## src/rtl/col_sum_pkg.sv

```systemverilog
// Shared types and constants for the LDPC column-sum scheduler.
// The optional adder watchdog is enabled with COL_SUM_TIMEOUT_EN.
package col_sum_pkg;

  localparam int DATA_W = 32;
  localparam logic [DATA_W-1:0] FLOAT_QNAN = 32'h7FC00000;

  // msg_rd_data is packed {r3, r2, r1}
  localparam int R1_LSB = 0;
  localparam int R2_LSB = 32;
  localparam int R3_LSB = 64;

  typedef enum logic [2:0] {
    IDLE     = 3'd0,
    FETCH    = 3'd1,
    WAIT_RD  = 3'd2,
    LAUNCH   = 3'd3,
    WAIT_ADD = 3'd4,
    WRITE    = 3'd5,
    DONE     = 3'd6
  } state_t;

endpackage

```

## src/rtl/column_sum_scheduler_if.sv

```systemverilog
// Bus bundle between the scheduler and message RAM, column-sum adder and result RAM.
// Shares the COL_SUM_TIMEOUT_EN build with the scheduler (no feature-specific signals here).
interface col_sum_if #(parameter int ADDR_W = 3);

  // msg_rd_data is valid exactly one cycle after msg_rd_en; add_start is a single-cycle
  // request, answered by add_done (with add_sum valid) only while the scheduler waits.
  logic                            msg_rd_en;
  logic [ADDR_W-1:0]               msg_rd_addr;
  logic [3*col_sum_pkg::DATA_W-1:0] msg_rd_data;
  logic [col_sum_pkg::DATA_W-1:0]  add_r1;
  logic [col_sum_pkg::DATA_W-1:0]  add_r2;
  logic [col_sum_pkg::DATA_W-1:0]  add_r3;
  logic                            add_start;
  logic                            add_done;
  logic [col_sum_pkg::DATA_W-1:0]  add_sum;
  logic                            res_wr_en;
  logic [ADDR_W-1:0]               res_wr_addr;
  logic [col_sum_pkg::DATA_W-1:0]  res_wr_data;

  modport master (
    output msg_rd_en, msg_rd_addr, add_r1, add_r2, add_r3, add_start,
           res_wr_en, res_wr_addr, res_wr_data,
    input  msg_rd_data, add_done, add_sum
  );

  modport slave (
    input  msg_rd_en, msg_rd_addr, add_r1, add_r2, add_r3, add_start,
           res_wr_en, res_wr_addr, res_wr_data,
    output msg_rd_data, add_done, add_sum
  );

endinterface

```

## src/rtl/column_sum_scheduler.sv

```systemverilog
// Sweeps all NUM_COLS columns through one shared 3-operand float adder per BP iteration.
// Define COL_SUM_TIMEOUT_EN to add a WAIT_ADD watchdog that writes a quiet NaN and sets err.
module column_sum_scheduler
  import col_sum_pkg::*;
#(
  parameter int NUM_COLS = 8,
  parameter int ADDR_W   = 3,
  parameter int TIMEOUT  = 64
) (
  input  logic      clk,
  input  logic      clr_n,
  input  logic      go,
  output logic      busy,
  output logic      sweep_done,
  output logic      err,
  output state_t    state_dbg,
  col_sum_if.master bus
);

  localparam logic [ADDR_W-1:0] LAST_COL = ADDR_W'(NUM_COLS - 1);

  state_t            r_state;
  logic [ADDR_W-1:0] r_col;

  assign state_dbg = r_state;

`ifdef COL_SUM_TIMEOUT_EN
  localparam int WD_W = (TIMEOUT < 2) ? 1 : $clog2(TIMEOUT);
  localparam logic [WD_W-1:0] WD_LAST = WD_W'(TIMEOUT - 1);

  logic [WD_W-1:0] r_wd_cnt;
  logic            r_err;

  assign err = r_err;
`else
  logic w_unused_timeout;

  assign w_unused_timeout = (TIMEOUT == 0);
  assign err = 1'b0;
`endif

  always_ff @(posedge clk or negedge clr_n) begin
    if (!clr_n) begin
      r_state         <= IDLE;
      r_col           <= '0;
      busy            <= 1'b0;
      sweep_done      <= 1'b0;
      bus.msg_rd_en   <= 1'b0;
      bus.msg_rd_addr <= '0;
      bus.add_r1      <= '0;
      bus.add_r2      <= '0;
      bus.add_r3      <= '0;
      bus.add_start   <= 1'b0;
      bus.res_wr_en   <= 1'b0;
      bus.res_wr_addr <= '0;
      bus.res_wr_data <= '0;
`ifdef COL_SUM_TIMEOUT_EN
      r_wd_cnt        <= '0;
      r_err           <= 1'b0;
`endif
    end else begin
      // Strobes default low so each is a single-cycle pulse.
      bus.msg_rd_en <= 1'b0;
      bus.add_start <= 1'b0;
      bus.res_wr_en <= 1'b0;
      sweep_done    <= 1'b0;
      case (r_state)
        IDLE: begin
          if (go) begin
            r_col           <= '0;
            busy            <= 1'b1;
            bus.msg_rd_en   <= 1'b1;
            bus.msg_rd_addr <= '0;
`ifdef COL_SUM_TIMEOUT_EN
            r_err           <= 1'b0;
`endif
            r_state         <= FETCH;
          end
        end
        FETCH: r_state <= WAIT_RD;
        WAIT_RD: begin
          bus.add_r1    <= bus.msg_rd_data[R1_LSB +: DATA_W];
          bus.add_r2    <= bus.msg_rd_data[R2_LSB +: DATA_W];
          bus.add_r3    <= bus.msg_rd_data[R3_LSB +: DATA_W];
          bus.add_start <= 1'b1;
          r_state       <= LAUNCH;
        end
        LAUNCH: begin
`ifdef COL_SUM_TIMEOUT_EN
          r_wd_cnt <= '0;
`endif
          r_state  <= WAIT_ADD;
        end
        WAIT_ADD: begin
          if (bus.add_done) begin
            bus.res_wr_data <= bus.add_sum;
            bus.res_wr_en   <= 1'b1;
            bus.res_wr_addr <= r_col;
            r_state         <= WRITE;
          end
`ifdef COL_SUM_TIMEOUT_EN
          else if (r_wd_cnt == WD_LAST) begin
            bus.res_wr_data <= FLOAT_QNAN;
            bus.res_wr_en   <= 1'b1;
            bus.res_wr_addr <= r_col;
            r_err           <= 1'b1;
            r_state         <= WRITE;
          end else begin
            r_wd_cnt <= r_wd_cnt + 1'b1;
          end
`endif
        end
        WRITE: begin
          if (r_col == LAST_COL) begin
            busy       <= 1'b0;
            sweep_done <= 1'b1;
            r_state    <= DONE;
          end else begin
            r_col           <= r_col + 1'b1;
            bus.msg_rd_en   <= 1'b1;
            bus.msg_rd_addr <= r_col + 1'b1;
            r_state         <= FETCH;
          end
        end
        DONE:    r_state <= IDLE;
        default: r_state <= IDLE;
      endcase
    end
  end

endmodule

```

## src/flat_wrapper.sv

```systemverilog
// flat-port wrapper written by rule: the top's interface ports become plain ports
module column_sum_scheduler_flat import col_sum_pkg::*;
#(
  parameter int NUM_COLS = 8,
  parameter int ADDR_W   = 3,
  parameter int TIMEOUT  = 64
)
  (clk, clr_n, go, busy, sweep_done, err, state_dbg, bus_msg_rd_en, bus_msg_rd_addr, bus_add_r1, bus_add_r2, bus_add_r3, bus_add_start, bus_res_wr_en, bus_res_wr_addr, bus_res_wr_data, bus_msg_rd_data, bus_add_done, bus_add_sum);
  col_sum_if #(.ADDR_W(ADDR_W)) bus_i ();
  input  logic clk;
  input  logic clr_n;
  input  logic go;
  output logic busy;
  output logic sweep_done;
  output logic err;
  output state_t state_dbg;
  output wire logic [$bits(bus_i.msg_rd_en)-1:0] bus_msg_rd_en;
  output wire logic [$bits(bus_i.msg_rd_addr)-1:0] bus_msg_rd_addr;
  output wire logic [$bits(bus_i.add_r1)-1:0] bus_add_r1;
  output wire logic [$bits(bus_i.add_r2)-1:0] bus_add_r2;
  output wire logic [$bits(bus_i.add_r3)-1:0] bus_add_r3;
  output wire logic [$bits(bus_i.add_start)-1:0] bus_add_start;
  output wire logic [$bits(bus_i.res_wr_en)-1:0] bus_res_wr_en;
  output wire logic [$bits(bus_i.res_wr_addr)-1:0] bus_res_wr_addr;
  output wire logic [$bits(bus_i.res_wr_data)-1:0] bus_res_wr_data;
  input wire logic [$bits(bus_i.msg_rd_data)-1:0] bus_msg_rd_data;
  input wire logic [$bits(bus_i.add_done)-1:0] bus_add_done;
  input wire logic [$bits(bus_i.add_sum)-1:0] bus_add_sum;
  assign bus_msg_rd_en = bus_i.msg_rd_en;
  assign bus_msg_rd_addr = bus_i.msg_rd_addr;
  assign bus_add_r1 = bus_i.add_r1;
  assign bus_add_r2 = bus_i.add_r2;
  assign bus_add_r3 = bus_i.add_r3;
  assign bus_add_start = bus_i.add_start;
  assign bus_res_wr_en = bus_i.res_wr_en;
  assign bus_res_wr_addr = bus_i.res_wr_addr;
  assign bus_res_wr_data = bus_i.res_wr_data;
  assign bus_i.msg_rd_data = bus_msg_rd_data;
  assign bus_i.add_done = bus_add_done;
  assign bus_i.add_sum = bus_add_sum;
  column_sum_scheduler #(.NUM_COLS(NUM_COLS), .ADDR_W(ADDR_W), .TIMEOUT(TIMEOUT)) u_core (.clk(clk), .clr_n(clr_n), .go(go), .busy(busy), .sweep_done(sweep_done), .err(err), .state_dbg(state_dbg), .bus(bus_i));
endmodule
```

## config.mk

```make
export PLATFORM = sky130hd
export DESIGN_NAME = column_sum_scheduler_flat
export DESIGN_NICKNAME = d
export VERILOG_FILES = /design/src/rtl/col_sum_pkg.sv /design/src/rtl/column_sum_scheduler_if.sv /design/src/rtl/column_sum_scheduler.sv /design/src/flat_wrapper.sv
export SDC_FILE = /design/constraint.sdc
export NUM_CORES = 1
export LEC_CHECK = 0
export CAP_MARGIN = 10
export CORE_AREA = 2 2 137 99
export DETAILED_ROUTE_END_ITERATION = 10
export DIE_AREA = 0 0 139 101
export PLACE_DENSITY = 0.92
export SKIP_CTS_REPAIR_TIMING = 1
export SLEW_MARGIN = 0
export SYNTH_ARGS = -nofsm -noshare
export SYNTH_HDL_FRONTEND = slang
export SYNTH_SLANG_ARGS = --single-unit
```

## constraint.sdc

```tcl
create_clock -name clk -period 4.6 [get_ports clk]
set_clock_uncertainty 0.05 [all_clocks]
set_input_delay 1.15 -clock clk [delete_from_list [all_inputs] [get_ports clk]]
set_output_delay 1.15 -clock clk [all_outputs]
set_load 0.01 [all_outputs]
```

==> metrics.md, run 1 <==
| Metric | Value |
|---|---|
| Largest net degree at the start of global routing | `114` |
| Die width | `139 µm` |
| Sequential fraction of the synthesis area | `66.0%` |
| Leakage Power | `3.65 nW` |
| Final-report max-slew violation count | `0` |
| Dpl hpwl | `9.96 mm` |
| Worst path max stage delay | `0.65 ns` |
| Synth Instances | `323` |
| Critical path endpoint | `state_dbg[2]` |
| Clock latency at the later pin of the worst-skew pair | `0.40 ns` |
| CTS Sinks | `142` |
| Synth cell types | `25` |
| Detailed-route via count | `3718` |
| Die ar. | `14000 µm²` |
| Cell area after synthesis | `5380 µm²` |
| R2r startpoint | `u_core.state_dbg[2]$_DFFE_PN0P_` |
| Setup TNS | `0 ns` |
| R2R Setup Slk | `2.21 ns` |
| R2R Path End | `u_core.bus.add_r2[5]$_DFFE_PN0P_` |
| Hold-critical path depth | `1` |
| Max Freq | `0.350 GHz` |
| Synth warn | `0` |
| Synth Area per Inst | `16.7 µm²` |
| Syn nets | `457` |
| Number of diodes | `0` |
| Final hold vios | `0` |
| Final nets | `733` |
| Post-DR wirelength/cell | `17.6 µm` |
| Layout cell share with drive strength beyond 1 | `22.9%` |
| TritonCTS Buffers | `17` |
| Worst slew pin tran | `0.973 ns` |
| Period utilization | `62.1%` |
| Startpoint type of the worst setup path | `flop` |
| Worst Path Max Fanout | `14` |
| Gr ovfl total | `0` |
| Max-Cap Viols | `0` |
| Die Y | `101 µm` |
| IO Pins | `275` |
| Initial antenna violation count | `0` |
| Core Area | `12800 µm²` |
| Layout area overhead | `62.9%` |
| GP Congestion | `0.779` |
| Number of global-route vias before repair | `4060` |
| Vias per cell | `4.78` |
| Initial Util | `42.1%` |
| IO Port Bufs | `273` |
| Cell area after placement | `8220 µm²` |
| Fin crit period | `2.86 ns` |
| WL final | `13.7 mm` |
| Worst R2R Path Depth | `3` |
| DP Worst Slack | `1.60 ns` |
| Flops & latches, synth | `142` |
| Crit path from | `u_core.state_dbg[2]$_DFFE_PN0P_` |
| First-pass GRT wire length | `21.4 mm` |
| Register Area | `3550 µm²` |
| 1st-iter DRT viols | `65` |
| WP data arrival | `1.66 ns` |
| Worst path buffer plus inverter count | `1` |
| Cell Chain, Critical Path | `clkdlybuf4s50_1` |
| Final setup viols | `0` |
| Unrepaired setup endpoints after global routing | `false` |
| Clk buf depth | `2` |
| Filler cell count | `854` |
| Reg clk slew, reported paths | `0.06 ns` |
| Top cells by area, synth | `dfrtp_1 (66%), mux2_2 (22%), mux2_1 (6.1%), buf_6 (1.3%), buf_2 (0.65%)` |
| Outcome | `completed` |
| Max-Slew Margin vs Limit | `35.1%` |
| H-tree depth | `4` |
| Synth top area share | `66.0%` |
| Drt first pass iters | `4` |
| Final Cell Area | `8770 µm²` |
| Hold Crit Class | `flop to flop` |
| Slowest-stage cell, CP | `clkdlybuf4s50_1` |
| Stages on worst setup path | `1` |
| VDD IR max | `0.378 mV` |
| Required @ worst endpoint | `3.40 ns` |
| Multi-input gate area | `1680 µm²` |
| Critical path class | `flop to output pin` |
| CTS tree | `yes` |
| Num rows | `35` |
| Largest delay share family, worst path | `buffers and inverters` |
| Post-route DRC | `0` |
| Cell taking the most area after synthesis | `dfrtp_1` |
| Root Buffer | `clkbuf_16` |
| Commonest cells after routing, fill and taps aside | `clkdlybuf4s50_1 (272), dfrtp_1 (142), mux2_2 (105), mux2_1 (29), clkbuf_16 (17)` |
| Total GRT Usage | `19.6%` |
| PD cells | `707 nW/µm²` |
| Antenna violation net count after detailed routing | `0` |
| Crit path setup slack, layout | `1.74 ns` |
| Critical path capture point type | `output pin` |
| Most common cell after layout, fill and taps aside | `clkdlybuf4s50_1` |
-- routing by layer --
layer  wire (µm)  track usage (%)  vias to the layer above  part of all wire, %
met3        1230             8.50                       22                  9.0
met1        5270             22.1                     1827                   39
met5           0                0                        -                    0
met4         257             7.54                        0                  1.9
met2        6920             33.6                      183                   51
li1            -                -                     1686                    -
-- sequential cells by signal (all words and copies together) (netlist names), 3 cells and up --
name	count
u_core.bus.add_r2	32
u_core.bus.res_wr_data	32
u_core.bus.msg_rd_addr	3
u_core.bus.add_r1	32
u_core.bus.add_r3	32
u_core.state_dbg	3
u_core.bus.res_wr_addr	3
-- cell usage after synthesis --
cell type	count
inv_2	1
mux2_2	105
dfrtp_1	142
clkbuf_1	1
buf_4	4
nand2_1	4
o22ai_1	1
inv_1	2
nor3_4	1
mux2_1	29
buf_2	7
o21ai_0	1
buf_6	6
ha_1	2
xnor2_1	1
nor4b_1	1
conb_1	1
nor2_1	2
o32ai_1	1
nor2b_1	2
a31oi_1	1
a21oi_1	2
and3_1	4
nor3_1	1
o2bb2ai_1	1
-- worst register-to-register path, cell delays in order (launching register included) --
cell and delay (ns):
dfrtp_1 0.53, nor3_4 0.76, buf_12 0.41, mux2_2 0.52
-- worst min path at each step --
| stage | startpoint | to | slack, ns |
|---|---|---|---|
| floorplan | u_core.bus.add_r1[0]$_DFFE_PN0P_ | u_core.bus.add_r1[0]$_DFFE_PN0P_ | 0.48 |
| global placement | u_core.bus.add_r1[5]$_DFFE_PN0P_ | u_core.bus.add_r1[5]$_DFFE_PN0P_ | 0.42 |
| detailed placement | u_core.bus.add_r1[7]$_DFFE_PN0P_ | u_core.bus.add_r1[7]$_DFFE_PN0P_ | 0.43 |
| CTS | u_core.bus.add_r1[7]$_DFFE_PN0P_ | u_core.bus.add_r1[7]$_DFFE_PN0P_ | 0.44 |
| global route | u_core.bus.add_r1[8]$_DFFE_PN0P_ | u_core.bus.add_r1[8]$_DFFE_PN0P_ | 0.45 |
| finish | u_core.bus.add_r1[8]$_DFFE_PN0P_ | u_core.bus.add_r1[8]$_DFFE_PN0P_ | 0.44 |
-- final cells by class --
type | count | area share [%]
Clock inverter | 12 | 1.30
Sequential cell | 142 | 40.5
Timing Repair Buffer | 275 | 31.5
Multi-Input combinational cell | 160 | 19.2
Inverter | 3 | 0.128
Clock buffer | 20 | 4.98
Tap cell | 166 | 2.37
-- kinds of logic after synthesis --
| logic type | share of synthesized area, % |
|---|---|
| multiplexers | 28.0 |
| adder cells (fa/ha/maj) | 0.465 |
| buffers and inverters | 2.74 |
| flip-flops | 66.0 |
| other | 0.0697 |
| AO/OA/AOI/OAI | 0.837 |
| AND/OR/NAND/NOR | 1.67 |
| XOR/XNOR | 0.163 |
-- power breakdown --
part	total [mW]	leakage [nW]	internal, mW	switching [mW]
Sequential	2.21	1.71	1.86	0.352
Combinational	2.71	1.70	1.71	0.998
Clock	1.28	0.246	0.748	0.530
Total	6.20	3.65	4.32	1.88
-- metrics by stage --
step / util [%] / hold slack [ns] / total power, mW / std cells
CTS: 68.6 / 0.441 / 6.29 / 778
detailed placement: 64.3 / 0.429 / 4.98 / 746
global placement: 64.3 / 0.418 / 4.84 / 746
floorplan: - / 0.479 / 3.41 / 323
finish: 68.6 / 0.436 / 6.20 / 778
global route: 68.6 / 0.454 / 6.54 / 778
(Power assumes the default switching activity.)
==> run 2: changes to the inputs <==
--- a/config.mk
+++ b/config.mk
@@ -6,10 +6,10 @@
 export NUM_CORES = 1
 export LEC_CHECK = 0
 export CAP_MARGIN = 10
-export CORE_AREA = 2 2 137 99
+export CORE_AREA = 2 2 150 108
 export DETAILED_ROUTE_END_ITERATION = 10
-export DIE_AREA = 0 0 139 101
-export PLACE_DENSITY = 0.92
+export DIE_AREA = 0 0 152 110
+export PLACE_DENSITY = 0.82
 export SKIP_CTS_REPAIR_TIMING = 1
 export SLEW_MARGIN = 0
 export SYNTH_ARGS = -nofsm -noshare
==> constraint.sdc (replaced) <==
create_clock -name clk -period 2.3 [get_ports clk]
set_clock_uncertainty 0.05 [all_clocks]
set_input_delay 0.575 -clock clk [delete_from_list [all_inputs] [get_ports clk]]
set_output_delay 0.575 -clock clk [all_outputs]
set_load 0.01 [all_outputs]
==> run 2 against run 1 <==
- global-route usage down 3.2 points
- non-clock buffer count up 3
- register-to-register slack worse by 1.7 ns
- critical path depth unchanged
- critical path type unchanged
- worst setup slack worse by 1.6 ns
- critical endpoint is now state_dbg[1]
==> metrics.md, run 2 (synthesis gave the netlist of run 1 again) <==
| Metric | Value |
|---|---|
| VDD IR max | `0.732 mV` |
| Worst path max stage delay | `0.61 ns` |
| Drt first pass iters | `4` |
| Gr ovfl total | `0` |
| Fin crit period | `2.15 ns` |
| Core Area | `15300 µm²` |
| Total Power | `12.6 mW` |
| Hold Crit Class | `input port to asynchronous set/reset pin` |
| Initial antenna violation count | `0` |
| Final hold vios | `0` |
| Number of diodes | `0` |
| WP data arrival | `1.53 ns` |
| Clk buf depth | `2` |
| Startpoint type of the worst setup path | `flop` |
| Period utilization | `93.7%` |
| Num rows | `38` |
| PD cells | `1410 nW/µm²` |
| Outcome | `completed` |
| Unrepaired setup endpoints after global routing | `false` |
| Worst Path Max Fanout | `9` |
| Max Freq | `0.464 GHz` |
| Root Buffer | `clkbuf_16` |
| Clock latency at the later pin of the worst-skew pair | `0.40 ns` |
| Antenna violation net count after detailed routing | `0` |
| Post-route DRC | `0` |
| DP Worst Slack | `0.196 ns` |
| Final setup viols | `0` |
| TritonCTS Buffers | `17` |
| Post-DR wirelength/cell | `16.4 µm` |
| Largest net degree at the start of global routing | `88` |
| Number of global-route vias before repair | `4073` |
| Slowest-stage cell, CP | `clkdlybuf4s50_1` |
| IO Port Bufs | `273` |
| Final-report max-slew violation count | `0` |
| Reg clk slew, reported paths | `0.06 ns` |
| Worst hold slack | `0.114 ns` |
| Final nets | `736` |
| Vias per cell | `4.57` |
| Commonest cells after routing, fill and taps aside | `clkdlybuf4s50_1 (272), dfrtp_1 (140), mux2_2 (105), mux2_1 (29), clkbuf_16 (17)` |
| Die ar. | `16700 µm²` |
| Total GRT Usage | `16.4%` |
| Layout area overhead | `65.3%` |
| Leakage Power | `3.71 nW` |
| First-pass GRT wire length | `21.5 mm` |
| Layout cell share with drive strength beyond 1 | `23.5%` |
| 1st-iter DRT viols | `156` |
| Critical path capture point type | `output pin` |
| CTS tree | `yes` |
| Critical path class | `flop to output pin` |
| Required @ worst endpoint | `1.67 ns` |
| Setup TNS | `0 ns` |
| WL final | `13.3 mm` |
| Die width | `152 µm` |
| Max-Cap Viols | `0` |
| Worst path buffer plus inverter count | `1` |
| Max-Slew Margin vs Limit | `53.2%` |
| GP Congestion | `0.749` |
| CTS Sinks | `142` |
| Largest delay share family, worst path | `buffers and inverters` |
| Initial Util | `35.3%` |
| Die Y | `110 µm` |
| Dpl hpwl | `9.85 mm` |
| Cell Chain, Critical Path | `clkdlybuf4s50_1` |
| IO Pins | `275` |
| Worst slew pin tran | `0.702 ns` |
| H-tree depth | `4` |
| Crit path setup slack, layout | `0.146 ns` |
| Detailed-route via count | `3718` |
| Most common cell after layout, fill and taps aside | `clkdlybuf4s50_1` |
run 2: final timing paths:
| path | startpoint | end | slack, ns | cells past startpoint |
|---|---|---|---|---|
| max in group asynchronous | clr_n | u_core.bus.res_wr_data[9]$_DFFE_PN0P_ | 1.46 | 2 |
| worst min register to register | u_core.bus.add_r1[20]$_DFFE_PN0P_ | u_core.bus.add_r1[20]$_DFFE_PN0P_ | 0.44 | 1 |
| worst max register to register | u_core.state_dbg[1]$_DFFE_PN0P_ | u_core.bus.add_r1[26]$_DFFE_PN0P_ | 0.47 | 4 |
| min in group clk | u_core.bus.add_r1[20]$_DFFE_PN0P_ | u_core.bus.add_r1[20]$_DFFE_PN0P_ | 0.44 | 1 |
| worst max-delay path | u_core.state_dbg[1]$_DFFE_PN0P_ | state_dbg[1] | 0.15 | 1 |
| worst min-delay path | clr_n | u_core.bus.res_wr_data[28]$_DFFE_PN0P_ | 0.11 | 2 |
run 2: power by group:
| part | total, mW | switching (mW) | internal (mW) | leakage, nW |
|---|---|---|---|---|
| sequential | 4.41 | 0.689 | 3.73 | 1.70 |
| combinational | 5.42 | 1.98 | 3.44 | 1.72 |
| clock | 2.72 | 0.994 | 1.73 | 0.279 |
run 2: routing by layer:
layer  track usage, %  vias to the layer above  routed length (µm)
met5                0                        -                   0
met4             5.81                        0                 158
met3             6.76                       18                1170
met2             27.4                      165                6540
met1             19.4                     1835                5450
li1                 -                     1700                   -
run 2: layout make-up:
type | count | area, µm²
Clock inverter | 10 | 140
Multi-Input combinational cell | 160 | 1680
Sequential cell | 142 | 3560
Clock buffer | 21 | 450
Timing Repair Buffer | 278 | 2810
Tap cell | 200 | 250
Fill cell | 1165 | 6360
Inverter | 3 | 11.3
run 2: per-stage QoR:
stage	cells	util (%)	cell area (µm²)
final	814	58.3	8900
after global routing	814	58.3	8900
after CTS	814	58.3	8900
after detailed placement	783	54.4	8310
after global placement	783	54.4	8310
after floorplan	323	-	5380
